===== src/rtl/noc_tx_arbiter.sv =====
// Round-robin arbiter that funnels NumReq requesters onto a single NoC transmit port.
// A granted payload is registered and presented until the NoC accepts it or the stall timeout aborts it.
module noc_tx_arbiter #(
    parameter int unsigned NumReq        = 4,
    parameter int unsigned TimeoutCycles = 255
) (
    input  logic                         clk_i,
    input  logic                         rst_i,
    input  logic [NumReq-1:0]            req_i,
    output logic [NumReq-1:0]            gnt_o,
    input  logic [NumReq-1:0][4:0]       dest_core_i,
    input  logic [NumReq-1:0][4:0]       addr_i,
    input  logic [NumReq-1:0][1:0]       len_i,
    input  logic [NumReq-1:0][31:0]      data_i,
    input  logic [NumReq-1:0][2:0][31:0] msg_i,
    output logic                         noc_req_o,
    input  logic                         noc_gnt_i,
    output logic                         output_valid_o,
    output logic [4:0]                   output_core_o,
    output logic [4:0]                   output_addr_o,
    output logic [1:0]                   len_o,
    output logic [31:0]                  output_data_o,
    output logic [31:0]                  msg1_data_o,
    output logic [31:0]                  msg2_data_o,
    output logic [31:0]                  msg3_data_o,
    output logic                         busy_o,
    output logic                         timeout_o,
    input  logic                         err_clr_i,
    output logic [15:0]                  sent_cnt_o
);

    localparam int unsigned IdxW = $clog2(NumReq);

    typedef enum logic {
        IDLE,
        SEND
    } state_e;

    state_e            state_q, state_d;
    logic [IdxW-1:0]   rr_ptr_q, rr_ptr_d;
    logic [IdxW-1:0]   win_q, win_d;
    logic [IdxW-1:0]   win_c, rr_next;
    logic              win_found;
    logic              capture;
    logic              to_hit;
    logic [15:0]       stall_q, stall_d;
    logic [15:0]       sent_q, sent_d;
    logic              to_q, to_d;

    logic [4:0]        core_q, addr_q;
    logic [1:0]        len_q;
    logic [31:0]       data_q, msg1_q, msg2_q, msg3_q;

    // Two passes: first set bit at or above the pointer, otherwise wrap to the lowest set bit.
    always_comb begin
        win_c     = '0;
        win_found = 1'b0;
        for (int unsigned j = 0; j < NumReq; j++) begin
            if (!win_found && req_i[j] && (IdxW'(j) >= rr_ptr_q)) begin
                win_c     = IdxW'(j);
                win_found = 1'b1;
            end
        end
        for (int unsigned j = 0; j < NumReq; j++) begin
            if (!win_found && req_i[j]) begin
                win_c     = IdxW'(j);
                win_found = 1'b1;
            end
        end
    end

    assign rr_next = (win_q == IdxW'(NumReq - 1)) ? '0 : win_q + 1'b1;
    assign to_hit  = (TimeoutCycles != 0) && ((32'(stall_q) + 32'd1) >= TimeoutCycles);

    always_comb begin
        state_d  = state_q;
        rr_ptr_d = rr_ptr_q;
        win_d    = win_q;
        stall_d  = stall_q;
        sent_d   = sent_q;
        to_d     = err_clr_i ? 1'b0 : to_q;
        gnt_o    = '0;
        capture  = 1'b0;
        unique case (state_q)
            IDLE: begin
                // Grant is combinational, so it must be masked while reset is held.
                if (win_found && !rst_i) begin
                    gnt_o[win_c] = 1'b1;
                    capture      = 1'b1;
                    win_d        = win_c;
                    stall_d      = '0;
                    state_d      = SEND;
                end
            end
            SEND: begin
                if (noc_gnt_i) begin
                    sent_d   = sent_q + 16'd1;
                    rr_ptr_d = rr_next;
                    state_d  = IDLE;
                end else if (to_hit) begin
                    to_d     = 1'b1;
                    rr_ptr_d = rr_next;
                    state_d  = IDLE;
                end else begin
                    stall_d = stall_q + 16'd1;
                end
            end
            default: state_d = IDLE;
        endcase
    end

    always_ff @(posedge clk_i or posedge rst_i) begin
        if (rst_i) begin
            state_q  <= IDLE;
            rr_ptr_q <= '0;
            win_q    <= '0;
            stall_q  <= '0;
            sent_q   <= '0;
            to_q     <= 1'b0;
        end else begin
            state_q  <= state_d;
            rr_ptr_q <= rr_ptr_d;
            win_q    <= win_d;
            stall_q  <= stall_d;
            sent_q   <= sent_d;
            to_q     <= to_d;
        end
    end

    always_ff @(posedge clk_i or posedge rst_i) begin
        if (rst_i) begin
            core_q <= '0;
            addr_q <= '0;
            len_q  <= '0;
            data_q <= '0;
            msg1_q <= '0;
            msg2_q <= '0;
            msg3_q <= '0;
        end else if (capture) begin
            core_q <= dest_core_i[win_c];
            addr_q <= addr_i[win_c];
            len_q  <= len_i[win_c];
            data_q <= data_i[win_c];
            msg1_q <= (len_i[win_c] >= 2'd1) ? msg_i[win_c][0] : '0;
            msg2_q <= (len_i[win_c] >= 2'd2) ? msg_i[win_c][1] : '0;
            msg3_q <= (len_i[win_c] == 2'd3) ? msg_i[win_c][2] : '0;
        end
    end

    assign noc_req_o      = (state_q == SEND);
    assign output_valid_o = (state_q == SEND);
    assign busy_o         = (state_q != IDLE);
    assign timeout_o      = to_q;
    assign sent_cnt_o     = sent_q;
    assign output_core_o  = core_q;
    assign output_addr_o  = addr_q;
    assign len_o          = len_q;
    assign output_data_o  = data_q;
    assign msg1_data_o    = msg1_q;
    assign msg2_data_o    = msg2_q;
    assign msg3_data_o    = msg3_q;

endmodule


===== config.mk =====
export PLATFORM = sky130hd
export DESIGN_NAME = noc_tx_arbiter
export DESIGN_NICKNAME = d
export VERILOG_FILES = /design/src/rtl/noc_tx_arbiter.sv
export SDC_FILE = /design/constraint.sdc
export NUM_CORES = 1
export LEC_CHECK = 0
export CORE_AREA = 3 3 287 289
export DETAILED_ROUTE_END_ITERATION = 12
export DIE_AREA = 0 0 290 292
export PLACE_DENSITY = 0.4
export REMOVE_ABC_BUFFERS = 1
export SYNTH_ARGS = -nofsm -noshare
export SYNTH_HDL_FRONTEND = slang
export SYNTH_SLANG_ARGS = --single-unit

===== constraint.sdc =====
create_clock -name clk_i -period 8.1 [get_ports clk_i]
set_clock_uncertainty 0.05 [all_clocks]
set_input_delay 1.215 -clock clk_i [delete_from_list [all_inputs] [get_ports clk_i]]
set_output_delay 1.215 -clock clk_i [all_outputs]
set_load 0.1 [all_outputs]

# ---- Word level (Yosys, flattened, before mapping)
# Cells that the tools add are included.
dict set report op_classes {
  n_addsub 4
  n_lt_le_gt_ge 9
  mux 48
  bitwise_logic 1
  reduce_logical 26
  eq_ne 5
}
# op count
set ops {}
lappend ops {{$bmux 96 s2} 1}
lappend ops {{$mux 32} 4}
lappend ops {{$mux 96} 1}
lappend ops {{$bmux 32 s2} 1}
lappend ops {{$mux 16} 3}
lappend ops {{$add 16x1->16 const B} 2}
lappend ops {{$pmux 16 s2} 1}
lappend ops {{$bmux 5 s2} 2}
lappend ops {{$mux 2} 10}
lappend ops {{$mux 1} 18}
lappend ops {{$add 16x1->17 const B} 1}
lappend ops {{$ge 17x8->1 const B} 1}
lappend ops {{$logic_and 1x1->1} 13}
lappend ops {{$mux 5} 2}
lappend ops {{$logic_not 1->1} 8}
lappend ops {{$mux 4} 2}
lappend ops {{$ne 2x2->1 const B} 3}
lappend ops {{$reduce_and 2->1} 3}
lappend ops {{$bmux 2 s2} 1}
lappend ops {{$eq 2x2->1 const B} 2}
lappend ops {{$ge 1x2->1 const A} 2}
lappend ops {{$ge 2x1->1 const B} 2}
lappend ops {{$ge 2x2->1 const A} 2}
lappend ops {{$lt 2x3->1 const B} 1}
lappend ops {{7 further kinds} 7}
dict set report totals {
  wordCells 106
  output_inout_bits 164
  ff_bits 178
}

# ---- Longest topological paths before layout
# Gate-level depths: netlist of run 1.
dict set report logic_depth {
  depth_word 33
  ltp_mapped 9
  mapped_depth_nobuf 8
}

# ---- Worst setup path before layout of run 1
# OpenSTA, ideal clock, no wires.
dict set report synth_path {
  path_type {input to output}
  from {in req_i[3]}
  to {out gnt_o[3]}
  setup_slack_ps 2415
  path_stages 7
  t_required_ps 6835
  arrival_time_ps 4420
  cell_sequence {clkbuf_1 -> nor2_1 -> a211o_1 -> buf_4 -> clkbuf_1 -> clkbuf_1 -> nor3_1}
}
dict set report synth_via {
  elab_chain_len 21
}
# element line
set synth_rtl {}
lappend synth_rtl {{from (decl)} 9} ;# input logic [NumReq-1:0] req_i,
lappend synth_rtl {{$logic_and 1x1->1 (2 in a row)} 59} ;# if (!win_found && req_i[j] && (IdxW'(j) >= rr_ptr_q)) begin
lappend synth_rtl {{$mux 1} 59}
lappend synth_rtl {{$logic_not 1->1} 65} ;# if (!win_found && req_i[j]) begin
lappend synth_rtl {{$logic_and 1x1->1} 65}
lappend synth_rtl {{$mux 1} 65}
lappend synth_rtl {{$logic_not 1->1} 65}
lappend synth_rtl {{$logic_and 1x1->1} 65}
lappend synth_rtl {{$mux 1} 65}
lappend synth_rtl {{[... 4 more ...]} n/a}
lappend synth_rtl {{$logic_and 1x1->1} 65}
lappend synth_rtl {{$mux 2} 65}
lappend synth_rtl {{$lt 2x3->1 (not written as such) / $ge 2x1->1 (equally long branches)} 88} ;# gnt_o[win_c] = 1'b1;
lappend synth_rtl {{$logic_and 1x1->1 (not written as such)} 88}
lappend synth_rtl {{$mux 1 (not written as such)} 88}
lappend synth_rtl {{$demux 1 s2} 88}
lappend synth_rtl {{$mux 4 (*)} 87} ;# if (win_found && !rst_i) begin
lappend synth_rtl {{$mux 4 (*)} 84} ;# unique case (state_q)
lappend synth_rtl {{to (decl)} 10} ;# output logic [NumReq-1:0] gnt_o,
# Mark *: on every way between the ends. The rest lies on a longest branch, timed or not.

# ---- Final worst setup path of run 1
dict set report layout_path {
  from {in req_i[2]}
  to {out gnt_o[0]}
}
dict set report layout_via {
  elab_chain_len 25
}
# element line
set layout_rtl {}
lappend layout_rtl {{$logic_and 1x1->1 (2 in a row)} 59}
lappend layout_rtl {{$mux 1} 59}
lappend layout_rtl {{$logic_not 1->1} 59}
lappend layout_rtl {{$logic_and 1x1->1 (2 in a row)} 59}
lappend layout_rtl {{$mux 1} 59}
lappend layout_rtl {{$logic_not 1->1} 65}
lappend layout_rtl {{$logic_and 1x1->1} 65}
lappend layout_rtl {{$mux 1} 65}
lappend layout_rtl {{[... 7 more ...]} n/a}
lappend layout_rtl {{$logic_and 1x1->1} 65}
lappend layout_rtl {{$mux 2} 65}
lappend layout_rtl {{$lt 2x3->1 (not written as such) / $ge 2x1->1 (equally long branches)} 88}
lappend layout_rtl {{$logic_and 1x1->1 (not written as such)} 88}
lappend layout_rtl {{$mux 1 (not written as such)} 88}
lappend layout_rtl {{$demux 1 s2} 88}
lappend layout_rtl {{$mux 4 (*)} 87}
lappend layout_rtl {{$mux 4 (*)} 84}
# Marked as above.

==> results of run 1 <==
==> cell usage in the layout, fill, tap and decap left out, types with 17 or more instances in the layout <==
cell             count
a222oi_1           138
o21ai_0             40
nand2_1            223
clkdlybuf4s50_1    731
nor2_1              56
mux2_2              20
a31oi_1             42
clkbuf_16           17
a22o_1              64
dfrtp_1            178
a21boi_0            17
nand3_1             19
==> metrics by stage <==
stage / std cells / hold WS, ns / power [mW]
finish: 2751 / 0.418 / 6.59
global route: 2750 / 0.440 / 6.91
CTS: 2750 / 0.428 / 6.72
detailed placement: 2718 / 0.415 / 5.84
global placement: 2718 / 0.412 / 5.83
floorplan: 911 / 0.404 / 4.36
==> worst paths after layout <==
check / start / end / cells after the start
setup / recovery: req_i[2] / gnt_o[0] / 6
hold / removal: sent_cnt_o[15]$_DFFE_PP0P_ / sent_cnt_o[15]$_DFFE_PP0P_ / 1
setup reg to reg: rr_ptr_q[1]$_DFFE_PP0P_ / msg3_data_o[30]$_DFFE_PP0P_ / 8
hold reg to reg: sent_cnt_o[15]$_DFFE_PP0P_ / sent_cnt_o[15]$_DFFE_PP0P_ / 1
max in group asynchronous: rst_i / stall_q[15]$_DFFE_PP0P_ / 3
min in group asynchronous: rst_i / msg2_data_o[7]$_DFFE_PP0P_ / 2
==> cell type report <==
| type | count | share of cell area, % |
|---|---|---|
| tap | 1060 | 7.12 |
| timing repair buffer | 747 | 39.9 |
| antenna | 1 | 0.0134 |
| inverter | 9 | 0.222 |
| multi-input combinational | 724 | 25.8 |
| clock buffer | 20 | 2.40 |
| clock inverter | 12 | 0.538 |
| sequential | 178 | 23.9 |
==> state kept, by name, indices dropped and copies added (netlist names) <==
| signal | flops |
|---|---|
| busy_o | 1 |
| len_o | 2 |
| msg1_data_o | 32 |
| msg2_data_o | 32 |
| msg3_data_o | 32 |
| output_addr_o | 5 |
| output_core_o | 5 |
| output_data_o | 32 |
| rr_ptr_q | 2 |
| sent_cnt_o | 16 |
| stall_q | 16 |
| timeout_o | 1 |
| win_q | 2 |
==> where the power goes <==
group,internal (mW),switching [mW],leakage (nW)
Clock,0.408,0.413,0.265
Sequential,1.19,0.211,2.28
Combinational,1.19,3.19,4.63
==> worst max-delay path, cell delays in order <==
cell	delay, ns
clkdlybuf4s50_1	0.53
nor2b_1	0.23
nor3_1	0.27
or2_4	0.44
and2_1	0.19
clkdlybuf4s50_1	1.22
==> cells by family (layout without fill, tap and decap cells) <==
family | count (synthesis) | in the layout | share of synthesized area [%]
and+or+nand+nor | 341 | 341 | 14.8
AOI/OAI and AO/OA | 339 | 339 | 29.6
DFF | 178 | 178 | 46.1
buffers and inverters | 108 | 788 | 4.66
muxes | 23 | 23 | 2.77
xor gates and xnor gates | 17 | 17 | 1.54
adders and majority gates | 4 | 4 | 0.518
other | 0 | 1 | 0
==> layer usage <==
layer / GRT usage [%] / routed length (µm)
met4: 3.86 / 1090
met5: 0 / 13
met1: 15.2 / 23000
met3: 3.66 / 4040
met2: 22.9 / 29300
==> results.tsv, run 1 <==
metric	value	unit
drc	0	
worst_pin_slew	1.22	ns
synth_seq_area_share	46.1	%
register_area	0.00445	mm²
end_kind	output port	
hold_viol_final	0	
p_leak	7.17	nW
htree_levels	4	
hold_buffers	0	
dieWidth	290	µm
synth_enable_flop_cells	0	
worst_slack	2.67	ns
n_fill_cell	8750	
clk_pin_slew	0.07	ns
ctsResizeCount	0	
rsz0062_at_grt	no	
cts_buffer_depth	2	
worst-endpoint-required	6.84	ns
ios	732	
powerDensity	354	mW/mm²
cp.arrival	4.16	ns
clock.fmax	184	MHz
grt_max_degree	81	
postLayoutCellArea	0.0186	mm²
rows	104	
final_util	23.2	%
start_util	12.1	%
hpwl	44900	µm
timing.setup.tns	0	ns
vias	11400	
ys_ff_latch	178	
coreArea	0.0802	mm²
overflow	0	
drt-pass1-iter-count	12	
grt_use_total	13.0	%
portBuffers	731	
synth.most_common_cell	nand2_1	
first_global_vias	11700	
ys.flop_type	dfrtp_1	
cts-root-buf	clkbuf_16	
ys_types	54	
ir_drop	0.170	mV
status	finished, final reports clean	
antenna_left	0	
drv_slew	0	
setup_violations	0	
wl_per_cell	20.9	µm
place_congestion	0.874	
synth_area	0.00966	mm²
cp_max_fo	26	
syn_inst	1010	
nNetsFinal	2249	
synth_largest_area_cell	dfrtp_1	
post-cts-setup-buffers	0	
antenna_found_initial	1	
cts_buffers	17	
die-area	0.0847	mm²
synth_top_area_share	46.1	%
period_needed	5.43	ns
drt_iter0_markers	1015	
placed_area	0.0181	mm²
cts.sinks	178	
start_kind	input pin	
drive_above_1_share	5.38	%
max_cap_violations	0	
finalWirelength	57500	µm
die-height	292	µm
via_per_inst	4.14	
async_flop_share	100	%
synthToLayoutAreaGrowth	92.7	%
syn_avg_cell_area	9.56	µm²
multiInputGateArea	0.00481	mm²
grt_first_pass_wirelength	81000	µm
slew_headroom	18.2	%
r2r_setup_slack	4.41	ns
ys_top_cells_by_count	nand2_1 (223), dfrtp_1 (178), a222oi_1 (138)	
synth.area.top_cells	dfrtp_1 (46%), a222oi_1 (14%), nand2_1 (8.7%)	
cts_tree	done	
pre_cts_slack	2.64	ns
period_share	67.0	%
criticalPathCategory	in -> out	
ys.warnings.count	0	
worstSkewPairLatency	0.47	ns
hold_class	reg -> reg	
Power figures use the tool's default switching activity.
==> inputs of run 2 (changes only) <==
- CORE_AREA: 3 3 287 289 -> 3 3 288 290
- DIE_AREA: 0 0 290 292 -> 0 0 291 293
- PLACE_DENSITY: 0.4 -> 0.41
- clock period: 8.1 -> 4.8 ns (I/O delays scaled with it)
==> results.tsv, run 2 (synthesis results as in run 1) <==
metric	value	unit	change
ir_drop	0.292	mV	+72%
power	11.3	mW	+71%
first_global_vias	12000		+2.1%
pre_cts_slack	0.935	ns	-1.71 ns
hold_viol_final	0		unchanged
met1_usage	15.8	%	+0.55 points
drt-pass1-iter-count	13		+1
hold_class	reg -> reg		
wl_per_cell	21.3	µm	+1.8%
clock.fmax	273	MHz	
finalWirelength	58800	µm	+2.2%
max_cap_violations	0		unchanged
drc	6		+6
vias	11500		+1.4%
cts_buffers	17		unchanged
place_congestion	0.854		-2.3%
ios	732		unchanged
gr-max-usage-layer	met2		
dieWidth	291	µm	+0.34%
drive_above_1_share	6.18	%	+0.79 points
post-cts-setup-buffers	0		unchanged
hold_buffers	0		unchanged
drt_iter0_markers	1158		+14%
worst_pin_slew	1.08	ns	-0.140 ns
worst_slack	1.14	ns	-1.54 ns
worst-endpoint-required	4.03	ns	-2.81 ns
met2_usage	23.3	%	+0.40 points
via_per_inst	4.18		+1.0%
cts-root-buf	clkbuf_16		
cts_tree	done		
rsz0062_at_grt	no		
antenna_left	0		unchanged
antenna_found_initial	3		+2
coreArea	0.0805	mm²	+0.49%
powerDensity	600	mW/mm²	+70%
cts.sinks	178		unchanged
die-height	293	µm	+0.34%
grt_first_pass_wirelength	82800	µm	+2.2%
final_util	23.3	%	+0.10 points
period_share	76.3	%	
setup_violations	0		unchanged
rows	104		unchanged
status	finished with violations		
final_cell_mix	clkdlybuf4s50_1 (726), nand2_1 (223), dfrtp_1 (178)		
synthToLayoutAreaGrowth	94.5	%	
period_needed	3.66	ns	
cts_buffer_depth	2		unchanged
grt_max_degree	97		+20%
p_leak	7.26	nW	+1.3%
grt_util_met3	3.52	%	-0.14 points
start_util	12.0	%	-0.058 points
die-area	0.0853	mm²	+0.69%
drv_slew	0		unchanged
cp_max_fo	8		-69%
final_common_cell	clkdlybuf4s50_1		
overflow	0		unchanged
cp.arrival	2.89	ns	-1.27 ns
portBuffers	731		unchanged
hpwl	46100	µm	+2.7%
htree_levels	4		unchanged
worstSkewPairLatency	0.47	ns	about the same
slew_headroom	27.5	%	+9.3 points
criticalPathCategory	in -> out		
grt_use_total	13.1	%	+0.16 points
n_fill_cell	8636		-1.3%
violations	design-rule violations		
nNetsFinal	2259		+0.44%
start_kind	input pin		
end_kind	output port		
ctsResizeCount	0		unchanged
clk_pin_slew	0.07	ns	about the same
run 2: changes by cell type in the layout (fill, tap and decap cells not counted), sizes merged:
| cell | delta |
|---|---|
| inv | -1 |
| buf | +15 |
| clkinv | -1 |
| clkdlybuf4s50 | -5 |
| bufinv | +2 |
run 2: critical path: stages:
cell	delay [ns]
clkdlybuf4s50_1	0.63
nor2_1	0.17
a211oi_4	0.75
and2_1	0.39
buf_12	0.21
run 2: per-layer routing:
metal / vias to the layer above / routed length (µm)
met2: 539 / 30100
li1: 5301 / -
met3: 50 / 4070
met5: - / 23
met4: 4 / 854
met1: 5644 / 23700
run 2: worst paths after layout:
path | slack, ns | end | depth (start not counted) | startpoint
worst max-delay path | 1.14 | gnt_o[0] | 5 | req_i[3]
worst min-delay path | 0.42 | sent_cnt_o[15]$_DFFE_PP0P_ | 1 | sent_cnt_o[15]$_DFFE_PP0P_
worst max register to register | 1.82 | msg1_data_o[0]$_DFFE_PP0P_ | 7 | rr_ptr_q[0]$_DFFE_PP0P_
worst min register to register | 0.42 | sent_cnt_o[15]$_DFFE_PP0P_ | 1 | sent_cnt_o[15]$_DFFE_PP0P_
max in group asynchronous | 2.91 | msg1_data_o[31]$_DFFE_PP0P_ | 3 | rst_i
min in group asynchronous | 0.88 | sent_cnt_o[4]$_DFFE_PP0P_ | 2 | rst_i
run 2: power breakdown:
group / internal [mW] / switching, mW / leakage [nW]
registers: 2.00 / 0.376 / 2.28
logic: 2.04 / 5.37 / 4.70
clock network: 0.793 / 0.698 / 0.284
run 2: final cells by class:
class	instances	area, µm²	share of cell area (%)
Clock buffer	20	447	2.38
Antenna cell	1	2.50	0.0133
Multi-Input combinational cell	724	4810	25.6
Timing Repair Buffer	757	7560	40.2
Clock inverter	12	148	0.786
Sequential cell	178	4450	23.7
Inverter	9	41.3	0.220
Tap cell	1060	1330	7.06
run 2: metrics by stage:
step | cells | instance area [µm²] | hold WS (ns) | setup TNS, ns
global route | 2760 | 18800 | 0.443 | 0
detailed placement | 2728 | 18200 | 0.410 | 0
CTS | 2760 | 18800 | 0.424 | 0
global placement | 2728 | 18200 | 0.412 | 0
floorplan | 911 | 9240 | 0.404 | -436.27
finish | 2761 | 18800 | 0.417 | 0
